File: src/rtl/inst_cache_if.sv
// inst_cache_if: IF-side fetch handshake and MemCtrl instruction-read port of the instruction cache
interface inst_cache_if #(
    parameter int ADDR_WIDTH = 32
);
    logic                  IF_inst_read_valid;
    logic [ADDR_WIDTH-1:0] IF_inst_addr;
    logic                  IF_clear;
    logic                  IF_inst_valid;
    logic [31:0]           IF_inst;
    logic                  MemCtrl_inst_read_valid;
    logic [ADDR_WIDTH-1:0] MemCtrl_inst_addr;
    logic                  MemCtrl_inst_valid;
    logic [31:0]           MemCtrl_inst;

    modport slave (
        input  IF_inst_read_valid, IF_inst_addr, IF_clear, MemCtrl_inst_valid, MemCtrl_inst,
        output IF_inst_valid, IF_inst, MemCtrl_inst_read_valid, MemCtrl_inst_addr
    );

    modport master (
        output IF_inst_read_valid, IF_inst_addr, IF_clear, MemCtrl_inst_valid, MemCtrl_inst,
        input  IF_inst_valid, IF_inst, MemCtrl_inst_read_valid, MemCtrl_inst_addr
    );
endinterface

File: src/rtl/inst_cache.sv
// inst_cache: direct-mapped one-word-per-line instruction cache; line storage exists only when ICACHE_EN is defined
module inst_cache #(
    parameter int INDEX_WIDTH = 8,
    parameter int ADDR_WIDTH  = 32
) (
    input logic         clk,
    input logic         rst,
    input logic         rdy,
    inst_cache_if.slave bus
);
    typedef enum logic {IDLE, WAIT} state_t;
    state_t      state;
    logic        drop;
    logic        pend;
    logic        hit;
    logic [31:0] hit_word;
    logic        resp;
    logic        unused_offset;

    assign unused_offset = ^bus.IF_inst_addr[1:0];
    assign resp = state == WAIT && bus.MemCtrl_inst_valid;

`ifdef ICACHE_EN
    localparam int TAG_WIDTH = ADDR_WIDTH - INDEX_WIDTH - 2;
    logic [(1<<INDEX_WIDTH)-1:0] vld;
    logic [TAG_WIDTH-1:0]        tags  [1<<INDEX_WIDTH];
    logic [31:0]                 words [1<<INDEX_WIDTH];
    logic [INDEX_WIDTH-1:0]      req_idx;
    logic [INDEX_WIDTH-1:0]      fill_idx;

    assign req_idx  = bus.IF_inst_addr[INDEX_WIDTH+1:2];
    assign fill_idx = bus.MemCtrl_inst_addr[INDEX_WIDTH+1:2];
    assign hit      = vld[req_idx] && tags[req_idx] == bus.IF_inst_addr[ADDR_WIDTH-1:INDEX_WIDTH+2];
    assign hit_word = words[req_idx];

    // Valid bits clear on reset; every response sets its line, even while rdy is low.
    always_ff @(posedge clk)
        if (rst) vld <= '0;
        else if (resp) vld[fill_idx] <= 1'b1;

    // Tag/data are unreset: a line is only read once its valid bit is set.
    always_ff @(posedge clk)
        if (resp) begin
            tags[fill_idx]  <= bus.MemCtrl_inst_addr[ADDR_WIDTH-1:INDEX_WIDTH+2];
            words[fill_idx] <= bus.MemCtrl_inst;
        end
`else
    assign hit      = 1'b0;
    assign hit_word = 32'h0;
`endif

    // Control FSM: a response is always consumed; everything else advances only when rdy is high.
    always_ff @(posedge clk) begin
        if (rst) begin
            state                       <= IDLE;
            drop                        <= 1'b0;
            pend                        <= 1'b0;
            bus.IF_inst_valid           <= 1'b0;
            bus.IF_inst                 <= 32'h0;
            bus.MemCtrl_inst_read_valid <= 1'b0;
            bus.MemCtrl_inst_addr       <= '0;
        end else begin
            bus.IF_inst_valid           <= 1'b0;
            bus.MemCtrl_inst_read_valid <= 1'b0;
            if (resp) begin
                state <= IDLE;
                drop  <= 1'b0;
                if (!drop && !bus.IF_clear) begin
                    bus.IF_inst <= bus.MemCtrl_inst;
                    if (rdy) bus.IF_inst_valid <= 1'b1;
                    else pend <= 1'b1;
                end
            end else if (rdy) begin
                if (state == WAIT) begin
                    if (bus.IF_clear) drop <= 1'b1;
                end else if (pend) begin
                    // The still-held IF request is answered by the word captured during the stall.
                    pend <= 1'b0;
                    if (!bus.IF_clear) bus.IF_inst_valid <= 1'b1;
                end else if (bus.IF_inst_read_valid && !bus.IF_clear) begin
                    if (hit) begin
                        bus.IF_inst       <= hit_word;
                        bus.IF_inst_valid <= 1'b1;
                    end else begin
                        bus.MemCtrl_inst_addr       <= {bus.IF_inst_addr[ADDR_WIDTH-1:2], 2'b00};
                        bus.MemCtrl_inst_read_valid <= 1'b1;
                        state                       <= WAIT;
                    end
                end
            end
        end
    end
endmodule
File: src/flat_wrapper.sv
// flat-port wrapper written by rule: the top's interface ports become plain ports
module inst_cache_flat 
#(
    parameter int INDEX_WIDTH = 8,
    parameter int ADDR_WIDTH  = 32
)
  (clk, rst, rdy, bus_IF_inst_read_valid, bus_IF_inst_addr, bus_IF_clear, bus_MemCtrl_inst_valid, bus_MemCtrl_inst, bus_IF_inst_valid, bus_IF_inst, bus_MemCtrl_inst_read_valid, bus_MemCtrl_inst_addr);
  inst_cache_if #(.ADDR_WIDTH(ADDR_WIDTH)) bus_i ();
  input logic clk;
  input logic rst;
  input logic rdy;
  input wire logic [$bits(bus_i.IF_inst_read_valid)-1:0] bus_IF_inst_read_valid;
  input wire logic [$bits(bus_i.IF_inst_addr)-1:0] bus_IF_inst_addr;
  input wire logic [$bits(bus_i.IF_clear)-1:0] bus_IF_clear;
  input wire logic [$bits(bus_i.MemCtrl_inst_valid)-1:0] bus_MemCtrl_inst_valid;
  input wire logic [$bits(bus_i.MemCtrl_inst)-1:0] bus_MemCtrl_inst;
  output wire logic [$bits(bus_i.IF_inst_valid)-1:0] bus_IF_inst_valid;
  output wire logic [$bits(bus_i.IF_inst)-1:0] bus_IF_inst;
  output wire logic [$bits(bus_i.MemCtrl_inst_read_valid)-1:0] bus_MemCtrl_inst_read_valid;
  output wire logic [$bits(bus_i.MemCtrl_inst_addr)-1:0] bus_MemCtrl_inst_addr;
  assign bus_i.IF_inst_read_valid = bus_IF_inst_read_valid;
  assign bus_i.IF_inst_addr = bus_IF_inst_addr;
  assign bus_i.IF_clear = bus_IF_clear;
  assign bus_i.MemCtrl_inst_valid = bus_MemCtrl_inst_valid;
  assign bus_i.MemCtrl_inst = bus_MemCtrl_inst;
  assign bus_IF_inst_valid = bus_i.IF_inst_valid;
  assign bus_IF_inst = bus_i.IF_inst;
  assign bus_MemCtrl_inst_read_valid = bus_i.MemCtrl_inst_read_valid;
  assign bus_MemCtrl_inst_addr = bus_i.MemCtrl_inst_addr;
  inst_cache #(.INDEX_WIDTH(INDEX_WIDTH), .ADDR_WIDTH(ADDR_WIDTH)) u_core (.clk(clk), .rst(rst), .rdy(rdy), .bus(bus_i));
endmodule
File: config.mk
export PLATFORM = sky130hd
export DESIGN_NAME = inst_cache_flat
export DESIGN_NICKNAME = d
export VERILOG_FILES = /design/src/rtl/inst_cache_if.sv /design/src/rtl/inst_cache.sv /design/src/flat_wrapper.sv
export SDC_FILE = /design/constraint.sdc
export NUM_CORES = 1
export LEC_CHECK = 0
export CORE_UTILIZATION = 29
export CTS_CLUSTER_DIAMETER = 40
export DETAILED_ROUTE_END_ITERATION = 12
export PLACE_DENSITY = 0.67
export RECOVER_POWER = 25
export SKIP_CTS_REPAIR_TIMING = 1
export SLEW_MARGIN = 30
export SYNTH_ARGS = -nofsm -noshare
export SYNTH_HDL_FRONTEND = slang
export SYNTH_SLANG_ARGS = --single-unit
File: constraint.sdc
create_clock -name clk -period 1.7 [get_ports clk]
set_input_delay 0.34 -clock clk [delete_from_list [all_inputs] [get_ports clk]]
set_output_delay 0.34 -clock clk [all_outputs]
set_load 0.02 [all_outputs]
## Word-level counts from Yosys, hierarchy flattened

Index checks and enable logic that the tools add are counted.
W data, S select, Z words.

- Bits in writable memories: 0
- Word-level logic and storage cells: 41
- Memories kept: 0
- Flip-flop bits (word level): 67
- Input port bits: 70
- Output and inout bits: 66
- Latch bits: 0
- Memory bits (read-only): 0

- Shift-type cells: 0
- Reduce and logical (&&, ||, !) cells: 12
- Order comparisons: 0
- Eq/ne operators: 3
- Bitwise operators: 4
- Divide/modulo/power cells: 0
- Add/subtract/negate cells: 0
- Mux-type cells: 15
- $mul: 0

Operator list:

| operator | number |
|---|---|
| $mux W1 | 15 |
| $ne A2 B2 Y1 const B | 3 |
| $reduce_and A5 Y1 | 1 |
| $not A1 Y1 | 4 |
| $reduce_and A4 Y1 | 1 |
| $reduce_or A4 Y1 | 1 |
| $logic_and A1 B1 Y1 | 3 |
| $reduce_and A3 Y1 | 1 |
| $logic_not A1 Y1 | 2 |
| $reduce_and A2 Y1 | 1 |
| $reduce_bool A2 Y1 | 1 |
| $reduce_or A2 Y1 | 1 |

## Longest topological paths before layout

Gate-level depths: netlist (run 1).

- Depth in word-level cells: 5
- Depth in mapped cells: 5
- Gate-level depth less buffers: 3

## Least setup slack after synthesis (run 1)

OpenSTA, ideal clock, no wires.

- Path type: reg2reg
- From: register u_core.state
- To: register u_core.bus.MemCtrl_inst_addr[10]
- Setup slack: 0.538 ns
- Period minus slack after synthesis: 1.162 ns
- Cell stages (with the launch flop): 6
- Arrival: 1.090 ns
- Setup time: 0.072 ns
- Required time: 1.628 ns
- Path buffers: 2
- Path through: dfxtp_1 > nor2_2 > and4b_1 > buf_6 > buf_12 > mux2i_1

- Cells in the longest elaborated chain, start to end: 3
- Elaborated cells between the ends (all ways): 4
- Those cells by class: bitwise (2); reduce/logical (2)

Ends and longest elaborated chain:

| what | line | RTL |
|---|---|---|
| from (decl) | inst_cache.sv:12 | `state_t state;` |
| from (signal assigned) | inst_cache.sv:55 | `state <= IDLE;` |
| from (signal assigned) | inst_cache.sv:66 | `state <= IDLE;` |
| from (signal assigned) | inst_cache.sv:87 | `state <= WAIT;` |
| $logic_and A1 B1 Y1 | inst_cache.sv:21 | `assign resp = state == WAIT && bus.MemCtrl_inst_valid;` |
| $not A1 Y1 (no source line) | n/a |  |
| $reduce_and A5 Y1 (no source line) * | n/a |  |
| to (signal assigned) | inst_cache.sv:85 | `bus.MemCtrl_inst_addr <= {bus.IF_inst_addr[ADDR_WIDTH-1:2], 2'b00};` |
| to (decl) | inst_cache_if.sv:17 | `output IF_inst_valid, IF_inst, MemCtrl_inst_read_valid, MemCtrl_inst_addr` |

Every way passes the cells marked *; elsewhere a longest branch is shown, timed or not.
A chain may end at the register's enable or synchronous reset.

## Worst setup path after layout (run 1)

- From: register u_core.bus.IF_inst[3]
- To: output port bus_IF_inst[3]

RTL lines:

| what | line | RTL |
|---|---|---|
| from (decl) | inst_cache_if.sv:17 |  |
| from (signal assigned) | inst_cache.sv:69 | `bus.IF_inst <= bus.MemCtrl_inst;` |
| from (signal assigned) | inst_cache.sv:82 | `bus.IF_inst <= hit_word;` |
| to (decl) | flat_wrapper.sv:18 | `output wire logic [$bits(bus_i.IF_inst)-1:0] bus_IF_inst;` |

No word-level cell between the ends.

==> metrics.txt, run 1 <==
GPL Wtd Cong=0.696; Async SR Flop Fraction=0%; CP Capture Type=output pin; max-cap viol count=0; post-route ant nets=0; # diodes=0; initial antenna violation count=0; Clock Sinks=67; worst-case reg-to-reg path depth=4; non-filler cells, final=534; drt initial violations=57; Distinct cells, synth=24; Hold Path Sink=u_core.bus.IF_inst[8]; post-placement cell area=0.00410 mm2; Buf/Inv on CP=1; Yosys Warn Count=0; Seq/Total Area, Yosys=49.4%; top post-synthesis cells by area=dfxtp_1 (49%), nand2b_1 (14%), mux2i_1 (11%); power per cell area=789 mW/mm2; Max FO, Critical Path=2; GRT Total Usage=between 10 and 15%; Int Pwr=2.62 mW; RSZ-0062 raised after global routing=false; Area Growth Syn to Fin=58.4%; leak pwr=1.48 nW; post-DR wirelength/cell=12.2 um; Crit path depth=1; NumNets Final=around 500; Syn Inst Count=294; register-to-register setup slack=360 ps; area leader, netlist=dfxtp_1; CTS max path bufs=2; r2r endpoint=u_core.bus.IF_inst[30]; status=finished clean; placed cells=between 500 and 600; initial core utilization=between 30% and 40%; slowest stage delay, CP=630 ps; Cell Area, Synth=about 0.0027 mm2; DR WL met2=slightly below 3 mm; Die H=98.7 um; max layer used=met4; worst flop-to-flop path startpoint=u_core.state; share of cells above drive strength 1=5.63%; CTS buffer count=9; Clock Skew=10.3 ps; final hold violations=0; crit path DAT=1290 ps; drt total wl=6.52 mm; largest net degree at the start of global routing=98; Clock transition at path regs=70 ps; Largest delay share family, worst path=buffers and inverters; Design Area, Final=about 0.0043 mm2; number of synthesized flops with an enable pin=0; Post-synth top cells=dfxtp_1 (67), nand2_1 (65), nand2b_1 (60); CP cell instances=clkdlybuf4s50_1; worst hold path class=flop to flop; Overall Power=3.39 mW; drt first pass iters=4; DRT met1 WL=~2.7 mm; die area=0.00974 mm2; most numerous cell in the Yosys netlist=dfxtp_1; total number of vias=between 2000 and 2500; final critical-path share of the clock period=around 96%; Port-buffer cells=131; vias per cell=roughly 4.4; Core ar.=0.00889 mm2; GRT overflow=0; CP required=between 1000 and 1500 ps; Clk Latency, worst-skew pair=roughly 330 ps; CTS H-tree lvls=3; clock power share=40.0%; syn avg cell area=between 9 and 10 um2; HP Start=u_core.bus.IF_inst[8]; sequential group share of total power=47.8%; kind of critical path=flop to output pin; hold path depth=2; switch share=a little under a quarter; max-slew violation count=0; FMAX=between 0.6 and 0.7 GHz; Top FF cell, synth=dfxtp_1; Final setup viols=0; peak supply drop=about 0.4 mV; row cnt=34; share of the synthesized area in the top cell type=roughly half; Die W=98.7 um; post-detail-place hpwl=4.56 mm; vias in the first global route=around 2400; Sw Pwr=768 uW; critical path startpoint category=flop; fin crit period=1630 ps; DRC Markers=0; synthesized flop and latch total=67; Critical-path top delay cell=clkdlybuf4s50_1; first-pass GRT wire length=approximately 11 mm; Clock Root Buffer=clkbuf_8; Comb power frac=12.2%; DR WL met3=722 um; Ports=136; CTS tree=done
-- registers in the layout (all words and copies together) (netlist names) --
register / count
u_core.bus.MemCtrl_inst_addr: 30
u_core.drop: 1
u_core.bus.IF_inst: 32
u_core.state: 1
u_core.pend: 1
u_core.bus.IF_inst_valid: 1
u_core.bus.MemCtrl_inst_read_valid: 1
-- cell usage in the layout (no fill, tap or decap), drive strengths merged, types with 2 or more instances in the layout --
cell	netlist	layout
mux2i	30	30
nor2	2	2
nand2b	60	60
clkdlybuf4s50	0	129
dfxtp	67	67
a21oi	35	35
clkbuf	9	15
conb	1	2
buf	15	7
nand2	65	65
-- area by class of cell --
cell class	instances	area, um2
well taps	108	135
inverters	1	3.75
multi-input cells	203	1190
repair buffers	139	1430
clock buffers	13	159
flip-flops and latches	67	1340
clock inverters	3	46.3
fillers	859	4590
-- worst max path at each step --
stage,from,end
after global routing,u_core.bus.IF_inst[3],bus_IF_inst[3]
after detailed placement,bus_IF_clear,u_core.bus.MemCtrl_inst_addr[25]
after global placement,bus_IF_clear,u_core.bus.MemCtrl_inst_addr[21]
after CTS,u_core.bus.IF_inst[3],bus_IF_inst[3]
final,u_core.bus.IF_inst[3],bus_IF_inst[3]
after floorplan,u_core.state,u_core.bus.MemCtrl_inst_addr[10]
-- power groups by stage --
stage                     registers (mW)  logic (mW)  clock network (mW)
after floorplan                     1.70       0.141                   0
after global placement              1.66       0.416                   0
after detailed placement            1.66       0.420                   0
after CTS                           1.62       0.422                1.42
after global routing                1.62       0.447                1.49
final                               1.62       0.415                1.36
-- kinds of logic (layout without fill, tap and decap cells) --
logic type,after synthesis,in the layout,share of synthesized area (%)
compound gates,38,38,7.15
buf+inv,25,156,6.96
flops,67,67,49.4
mux,30,30,11.1
other cells,1,2,0.138
simple gates,133,133,25.2
-- layer usage --
metal  GRT usage, %  vias up
met2           22.5       95
li1               -     1193
met3           6.95       15
met4           6.77        0
met5              0        -
met1           14.7     1046
-- stage by stage --
stage,utilization [%],TNS [ps],hold slack (ps),setup WS [ps]
after floorplan,-,0,441,538
after global placement,46.1,0,441,24.7
after detailed placement,46.1,-561,446,-39.7
after CTS,48.4,0,455,32.8
after global routing,48.3,0,470,2.34
final,48.3,0,452,70.1
Note: power is estimated with default switching activity, not from simulation.
==> run 2: changes to the inputs <==
--- a/config.mk
+++ b/config.mk
@@ -5,6 +5,7 @@
 export SDC_FILE = /design/constraint.sdc
 export NUM_CORES = 1
 export LEC_CHECK = 0
+export ABC_CLOCK_PERIOD_IN_PS = 1700
 export CORE_UTILIZATION = 29
 export CTS_CLUSTER_DIAMETER = 40
 export DETAILED_ROUTE_END_ITERATION = 12
==> results of run 2 <==
Same layout as run 1: the final DEF is identical, and so are final timing and power.
